## config.mk

```make
export PLATFORM = sky130hd
export DESIGN_NAME = code_run_encoder
export DESIGN_NICKNAME = d
export VERILOG_FILES = /design/src/rtl/code_run_encoder.sv
export SDC_FILE = /design/constraint.sdc
export NUM_CORES = 1
export LEC_CHECK = 0
export CAP_MARGIN = 10
export CORE_UTILIZATION = 35
export DETAILED_ROUTE_END_ITERATION = 8
export GPL_TIMING_DRIVEN = 0
export PLACE_DENSITY = 0.58
export SLEW_MARGIN = 20
export SYNTH_ARGS = -nofsm -noshare
export SYNTH_HDL_FRONTEND = slang
export SYNTH_SLANG_ARGS = --single-unit
export TNS_END_PERCENT = 100
```

## constraint.sdc

```tcl
create_clock -name _clock -period 6.2 [get_ports _clock]
set_input_delay 1.86 -clock _clock [delete_from_list [all_inputs] [get_ports _clock]]
set_output_delay 1.86 -clock _clock [all_outputs]
set_load 0.01 [all_outputs]
```

## src/rtl/code_run_encoder.sv

```systemverilog
// rtl/code_run_encoder.sv - run-length encoder of a 2-bit code stream into a FWFT record FIFO
// Optional macro RUN_FLUSH_EN adds a flush input that closes the open run on demand.
module code_run_encoder #(
    parameter int LEN_W      = 4,
    parameter int FIFO_DEPTH = 4
) (
    input  logic             _clock,
    input  logic             _reset,
    input  logic [1:0]       code_in,
    input  logic             code_valid,
`ifdef RUN_FLUSH_EN
    input  logic             flush,
`endif
    output logic [1:0]       rec_code,
    output logic [LEN_W-1:0] rec_len,
    output logic             rec_valid,
    input  logic             rec_ready,
    output logic             overflow
);

    localparam int               AW      = $clog2(FIFO_DEPTH);
    localparam logic [LEN_W-1:0] MAX_LEN = '1;
    localparam logic [LEN_W-1:0] LEN_ONE = LEN_W'(1);
    localparam logic [AW:0]      PTR_ONE = (AW + 1)'(1);
    localparam logic             ST_IDLE = 1'b0;
    localparam logic             ST_RUN  = 1'b1;

    logic             state_q, state_d;
    logic [1:0]       cur_code_q, cur_code_d;
    logic [LEN_W-1:0] cur_len_q, cur_len_d;
    logic [AW:0]      wr_ptr_q, wr_ptr_d;
    logic [AW:0]      rd_ptr_q, rd_ptr_d;
    logic             overflow_q, overflow_d;
    logic [LEN_W+1:0] mem_q [FIFO_DEPTH];

    logic             flush_w;
    logic             push;
    logic             pop;
    logic             empty;
    logic             full;
    logic             wr_en;
    logic [LEN_W+1:0] head;

`ifdef RUN_FLUSH_EN
    assign flush_w = flush;
`else
    assign flush_w = 1'b0;
`endif

    always_comb begin
        state_d    = state_q;
        cur_code_d = cur_code_q;
        cur_len_d  = cur_len_q;
        push       = 1'b0;
        case (state_q)
            ST_IDLE: begin
                if (code_valid) begin
                    cur_code_d = code_in;
                    cur_len_d  = LEN_ONE;
                    state_d    = ST_RUN;
                end
            end
            default: begin
                if (code_valid) begin
                    if (flush_w || code_in != cur_code_q || cur_len_q == MAX_LEN) begin
                        push       = 1'b1;
                        cur_code_d = code_in;
                        cur_len_d  = LEN_ONE;
                    end else begin
                        cur_len_d = cur_len_q + LEN_ONE;
                    end
                end else if (flush_w) begin
                    push      = 1'b1;
                    cur_len_d = '0;
                    state_d   = ST_IDLE;
                end
            end
        endcase
    end

    // Extra pointer MSB distinguishes full from empty when the indices match.
    assign empty = (wr_ptr_q == rd_ptr_q);
    assign full  = (wr_ptr_q[AW] != rd_ptr_q[AW]) && (wr_ptr_q[AW-1:0] == rd_ptr_q[AW-1:0]);
    assign pop   = !empty && rec_ready;
    // Push into a full FIFO succeeds only when the head leaves in the same cycle.
    assign wr_en = push && (!full || pop);

    always_comb begin
        wr_ptr_d   = wr_en ? wr_ptr_q + PTR_ONE : wr_ptr_q;
        rd_ptr_d   = pop ? rd_ptr_q + PTR_ONE : rd_ptr_q;
        overflow_d = overflow_q || (push && full && !pop);
    end

    always_ff @(posedge _clock) begin
        if (_reset) begin
            state_q    <= ST_IDLE;
            cur_code_q <= '0;
            cur_len_q  <= '0;
            wr_ptr_q   <= '0;
            rd_ptr_q   <= '0;
            overflow_q <= 1'b0;
        end else begin
            state_q    <= state_d;
            cur_code_q <= cur_code_d;
            cur_len_q  <= cur_len_d;
            wr_ptr_q   <= wr_ptr_d;
            rd_ptr_q   <= rd_ptr_d;
            overflow_q <= overflow_d;
        end
    end

    always_ff @(posedge _clock) begin
        if (!_reset && wr_en) begin
            mem_q[wr_ptr_q[AW-1:0]] <= {cur_code_q, cur_len_q};
        end
    end

    assign head      = mem_q[rd_ptr_q[AW-1:0]];
    assign rec_valid = !empty;
    assign rec_code  = empty ? 2'b00 : head[LEN_W+1:LEN_W];
    assign rec_len   = empty ? '0 : head[LEN_W-1:0];
    assign overflow  = overflow_q;

endmodule

```

==> run metrics, run 1 <==
most frequent cell after synthesis edfxtp_1; #FFs+latches synth 40; Synth Flop Type edfxtp_1; TritonCTS clock tree done; PnR Total Power 0.0005792 W; # diodes 0; Syn Area/Cell 13.84 µm²; routability congestion estimate 0.8030; All-Layer GR Usage 12.80%; Filler cells 470; Least-Margin Pin Slew 1027 ps; Max VDD drop 0.1168 mV; status completed; Final Hold Vio Count 0; worst path cell trace xor2_2 > nor3_1 > nor2b_1 > clkdlybuf4s50_1; Core Region 4755 µm²; Seq/Total Area, Yosys 60.16%; full die area 5229 µm²; vias per cell 4.803; initial antenna violation count 0; Final HPWL DP 2.053 mm; vias 1023; H-tree levels 2; Synth area leader edfxtp_1; largest cells by area after synthesis edfxtp_1 (42%), dfxtp_1 (19%), mux4_2 (7.8%), ha_1 (4.3%), nor2_1 (2.6%); Avg WL per Cell 13.50 µm; Placed Cells 205; min Tclk post-route 4154 ps; CTS Root Cell clkbuf_8; Post-synth EDFFs 24; Resized cells post-CTS 0; CTS clock-pin slew for the worst setup and hold paths 70 ps; Final ANT Viol Nets 0; First-pass DRT Iterations 4; Slew Viols, Final 0; buffer depth of the longest clock path 2; vias in the first global route 977; Post-synth top cells edfxtp_1 (24), dfxtp_1 (16), nor2_1 (12); Critical Path Max Stage Delay 770 ps; fmax 0.2407 GHz; Post-layout nets 157; fin area 2057 µm²; die width 72.32 µm; power density over the cells 281.6 nW/µm²; Cell Area, Synth 1730 µm²; Hold WS 477.3 ps; Post-CTS Setup Inserts 0; CTS Hold Bufs 0; Worst slew margin 31.38%; largest net degree at the start of global routing 13; ratio of cells with drive above 1 in the final layout 13.70%; async set-or-reset flop fraction in the synthesized netlist 0%; CP required 4340 ps; site row count 25; Ports 14; post-synthesis cell type count 32; Starting Density 36.39%; grt ovf 0; critical path endpoint category primary output; clk_lat worst skew 290 ps; TritonCTS Buffers 5; crit-path max FO 7; post-synth top area share 41.65%; Layout area overhead 18.87%; initial drt markers 55; Die Ht 72.32 µm; Hold Path Class register to register; Clock Sinks 40; # DRC 0; final WL 2.875 mm; final setup fails 0; Max Cap Viol 0; Fin Setup TNS 0 ps; first-pass GRT wire length 4.809 mm; area of placed instances 1944 µm²; crit share post-route 67.00%; leak pwr 0.6859 nW; Ys Warns 0; Synth Net Count 137; CP Launch Type register; RSZ-0062 raised after global routing no; final non-filler cell total 213; slowest cell on the critical path nor3_1; port bufs 13; Arr. time, crit path 2290 ps; Mapped Cells 125; CP Class register to primary output; worst clock skew 2.937 ps
==> power breakdown <==
| group | leakage, nW | internal (W) | switching (W) |
|---|---|---|---|
| Sequential | 0.328 | 0.000287 | 0.00000733 |
| Combinational | 0.303 | 0.0000418 | 0.0000371 |
| Clock | 0.0552 | 0.000119 | 0.0000866 |
| Total | 0.686 | 0.000448 | 0.000131 |
==> layout make-up <==
type	instances	area [µm²]	share of cell area, %
flip-flops and latches	40	1041	50.61
multi-input cells	76	659.4	32.06
repair buffers	13	130.1	6.326
well taps	67	83.83	4.075
clock buffers	6	72.57	3.528
clock inverters	2	35.03	1.703
inverters	5	18.77	0.9124
plain buffers	4	16.27	0.7908
==> per-stage QoR <==
stage | util, % | setup WS [ps]
3_5_place_dp | 40.89 | 1872
4_1_cts | 43.16 | 1975
3_3_place_gp | 40.89 | 1941
5_1_grt | 43.26 | 1771
2_1_floorplan | - | 2855
6_report | 43.26 | 2046
==> cells in the final DEF (no fill, tap or decap) <==
cell,n
and3_1,1
or4_1,1
a31oi_1,2
mux2i_1,3
nor2b_1,6
buf_2,1
a21oi_1,4
o31ai_1,2
nor4_1,1
o41ai_1,1
ha_1,6
nand2_1,2
bufinv_16,1
clkbuf_1,4
o311a_1,1
nor4b_4,1
o311ai_0,2
nand3_1,3
nand4b_1,1
dfxtp_1,16
nor3_1,2
mux4_2,6
clkdlybuf4s50_1,13
clkbuf_8,5
edfxtp_1,24
inv_1,5
nor3b_2,1
xor2_1,5
clkinv_2,1
o21bai_1,1
nand2b_2,1
xor2_2,2
o21ai_0,2
nor3b_1,3
nor2_1,12
nand2b_1,3
mux2_2,1
==> kinds of logic after synthesis <==
kind of cell / Yosys count / synth area share, %
xor+xnor: 7 / 4.411
mux: 10 / 10.20
simple gates: 38 / 13.02
fa+ha+maj: 6 / 4.338
buf+inv: 9 / 2.024
flops: 40 / 60.16
compound gates: 15 / 5.857
==> flip-flops by register name (all words and copies together), names as in the netlist, named ones only <==
name / cells
mem_q: 24
cur_len_q: 4
rd_ptr_q: 3
wr_ptr_q: 3
cur_code_q: 2
overflow: 1
state_q: 1
==> metal layers <==
layer	global-route usage, %	vias to the layer above	routed length [µm]
met1	15.25	494	1298
li1	-	504	-
met5	0	-	0
met2	20.15	20	1400
met3	4.583	5	103
met4	7.190	0	72
==> worst max-delay path, delay by kind of cell, from the launching register on <==
| kind | cells | cell delay [ps] |
|---|---|---|
| xor gates and xnor gates | 1 | 150 |
| buffers and inverters | 1 | 510 |
| DFF | 1 | 450 |
| and+or+nand+nor | 2 | 890 |
==> final timing paths <==
check             cells after the start           to  slack, ps    startpoint
setup / recovery                      4   rec_len[2]       2050   wr_ptr_q[0]
hold reg to reg                       2     overflow        480      overflow
hold / removal                        2     overflow        480      overflow
setup reg to reg                      5  mem_q[2][0]       3710  cur_len_q[0]
No activity file was read; power rests on OpenSTA's default activity.
==> run 2: changes to the inputs <==
==> constraint.sdc (replaced) <==
create_clock -name _clock -period 4.2 [get_ports _clock]
set_input_delay 1.26 -clock _clock [delete_from_list [all_inputs] [get_ports _clock]]
set_output_delay 1.26 -clock _clock [all_outputs]
set_load 0.01 [all_outputs]
==> results of run 2 <==
Same layout as run 1 (identical final DEF). Status: completed.
Main changes from that run: setup slack after placement 1872 ps -> 472.0 ps; setup slack after layout 2046 ps -> 646.3 ps; register-to-register setup slack 3710 ps -> 1710 ps; total power 0.0005792 W -> 0.0008551 W; worst IR drop on VDD 0.1168 mV -> 0.1724 mV
==> run 3: changes to the inputs <==
--- a/config.mk
+++ b/config.mk
@@ -9,7 +9,7 @@
 export CORE_UTILIZATION = 35
 export DETAILED_ROUTE_END_ITERATION = 8
 export GPL_TIMING_DRIVEN = 0
-export PLACE_DENSITY = 0.58
+export PLACE_DENSITY = 0.6
 export SLEW_MARGIN = 20
 export SYNTH_ARGS = -nofsm -noshare
 export SYNTH_HDL_FRONTEND = slang
==> constraint.sdc (replaced) <==
create_clock -name _clock -period 3.2 [get_ports _clock]
set_input_delay 0.96 -clock _clock [delete_from_list [all_inputs] [get_ports _clock]]
set_output_delay 0.96 -clock _clock [all_outputs]
set_load 0.01 [all_outputs]
==> run 3 against run 2 <==
  * Global-route usage is 0.12 points lower
  * Final area did not move
  * Total power grew 30%
  * Register-to-register slack worse by 990 ps
  * Clock skew up 0.58 ps
  * Sequential power increased by 31%
  * Final cell count unchanged
  * Via count grew 2.2%
  * First-iteration DRC count shrank 60%
  * Clock-buffer cell count stayed put
==> run metrics, run 3 (synthesized netlist as in run 1, its figures left out) <==
status completed; Final Hold Vio Count 0; CTS Hold Bufs 0; buffer depth of the longest clock path 2; leak pwr 0.6849 nW; Clock Sinks 40; die width 72.32 µm; vias in the first global route 1049; Final HPWL DP 2.063 mm; site row count 25; critical path endpoint category register; final setup fails 0; Internal 0.0008693 W; final WL 2.937 mm; power share of the combinational group 13.9%; worst clock skew 3.514 ps; sequential share of power 51.3%; commonest non-fill, non-tap cells in the layout edfxtp_1 (24), dfxtp_1 (16), clkdlybuf4s50_1 (13); crit share post-route 94.87%; Hold WS 486.3 ps; fmax 0.3294 GHz; All-Layer GR Usage 12.69%; CP required 3100 ps; first-pass GRT wire length 4.885 mm; RSZ-0062 raised after global routing no; Filler cells 453; max FFs per register 24; Die Ht 72.32 µm; Core Region 4755 µm²; power density over the cells 541.4 nW/µm²; Worst slew margin 30.57%; register area 1041 µm²; Max VDD drop 0.2628 mV; routability congestion estimate 0.7835; clk_lat worst skew 280 ps; Reg2Reg Depth 5; most common cell after layout, fill and taps aside edfxtp_1; First-pass DRT Iterations 4; Clock power frac 34.9%; H-tree levels 2; TritonCTS clock tree done; CTS clock-pin slew for the worst setup and hold paths 70 ps; Least-Margin Pin Slew 1039 ps; hold depth 2; CP Launch Type input port; initial drt markers 22; Post-layout nets 157; Final ANT Viol Nets 0; Multi-input gate area 659.4 µm²; crit-path max FO 6; # DRC 0; largest net degree at the start of global routing 13; ratio of cells with drive above 1 in the final layout 13.70%; # diodes 0; min Tclk post-route 3036 ps; full die area 5229 µm²; Ports 14; TritonCTS Buffers 5; Layout area overhead 18.87%; Starting Density 36.39%; vias per cell 4.911; vias 1046; Fin Setup TNS 0 ps; Max Cap Viol 0; P_sw 0.0002442 W; grt ovf 0; Hold Path Class register to register; Arr. time, crit path 2940 ps; Avg WL per Cell 13.79 µm; CP Class input port to register; port bufs 13; Slew Viols, Final 0; Sw Ratio 21.93%; CTS Root Cell clkbuf_8; initial antenna violation count 0
==> run 3: changes by cell type in the layout (fill, tap and decap cells not counted) <==
cell     before  now
nor3b_1       3    4
nor3b_2       1    0
nor3_1        2    1
nor3_2        0    1
==> run 3: worst max-delay path, cell delays in order <==
cell,delay (ps)
clkdlybuf4s50_1,490
xor2_1,280
o311a_1,250
nand2b_2,110
nor3b_1,850
==> run 3: what timing repair did <==
item                       4_1_cts  5_1_grt
gates resized for setup          1        0
buffers inserted                 0        0
setup endpoints to repair        7        0
==> run 3: final timing paths <==
path	start	endpoint	slack (ps)
max	code_in[1]	mem_q[0][5]	160
min	overflow	overflow	490
max reg2reg	cur_len_q[1]	mem_q[0][5]	720
min reg2reg	overflow	overflow	490
==> run 3: final cells by class <==
type,count,share of cell area [%]
flip-flops and latches,40,50.61
clock inverters,2,1.703
multi-input cells,76,32.06
repair buffers,13,6.326
well taps,67,4.075
clock buffers,6,3.528
plain buffers,4,0.7908
inverters,5,0.9124
==> run 3: per-stage QoR <==
stage               std cells  total power, W  worst slack, ps  util [%]  area (µm²)
floorplan                 125       0.0006699            755.1         -        1730
global placement          205       0.0007333           -181.5     40.89        1944
detailed placement        205       0.0007385           -169.0     40.89        1944
CTS                       213        0.001128            124.1     43.26        2057
global route              213        0.001162            3.624     43.26        2057
finish                    213        0.001114            164.0     43.26        2057
==> run 3: metal layers <==
| metal | global-route usage [%] | part of all wire (%) | up-vias |
|---|---|---|---|
| met5 | 0 | 0 | - |
| met4 | 5.882 | 1.3 | 0 |
| met3 | 2.500 | 3.1 | 5 |
| met2 | 22.43 | 53 | 20 |
| met1 | 14.80 | 42 | 520 |
| li1 | - | - | 501 |
==> run 3: power groups by stage <==
| stage | sequential [W] | clock (W) | combinational (W) |
|---|---|---|---|
| finish | 0.000571 | 0.000389 | 0.000154 |
| global route | 0.000573 | 0.000420 | 0.000170 |
| CTS | 0.000571 | 0.000400 | 0.000158 |
| detailed placement | 0.000582 | 0 | 0.000156 |
| global placement | 0.000581 | 0 | 0.000152 |
| floorplan | 0.000578 | 0 | 0.0000917 |
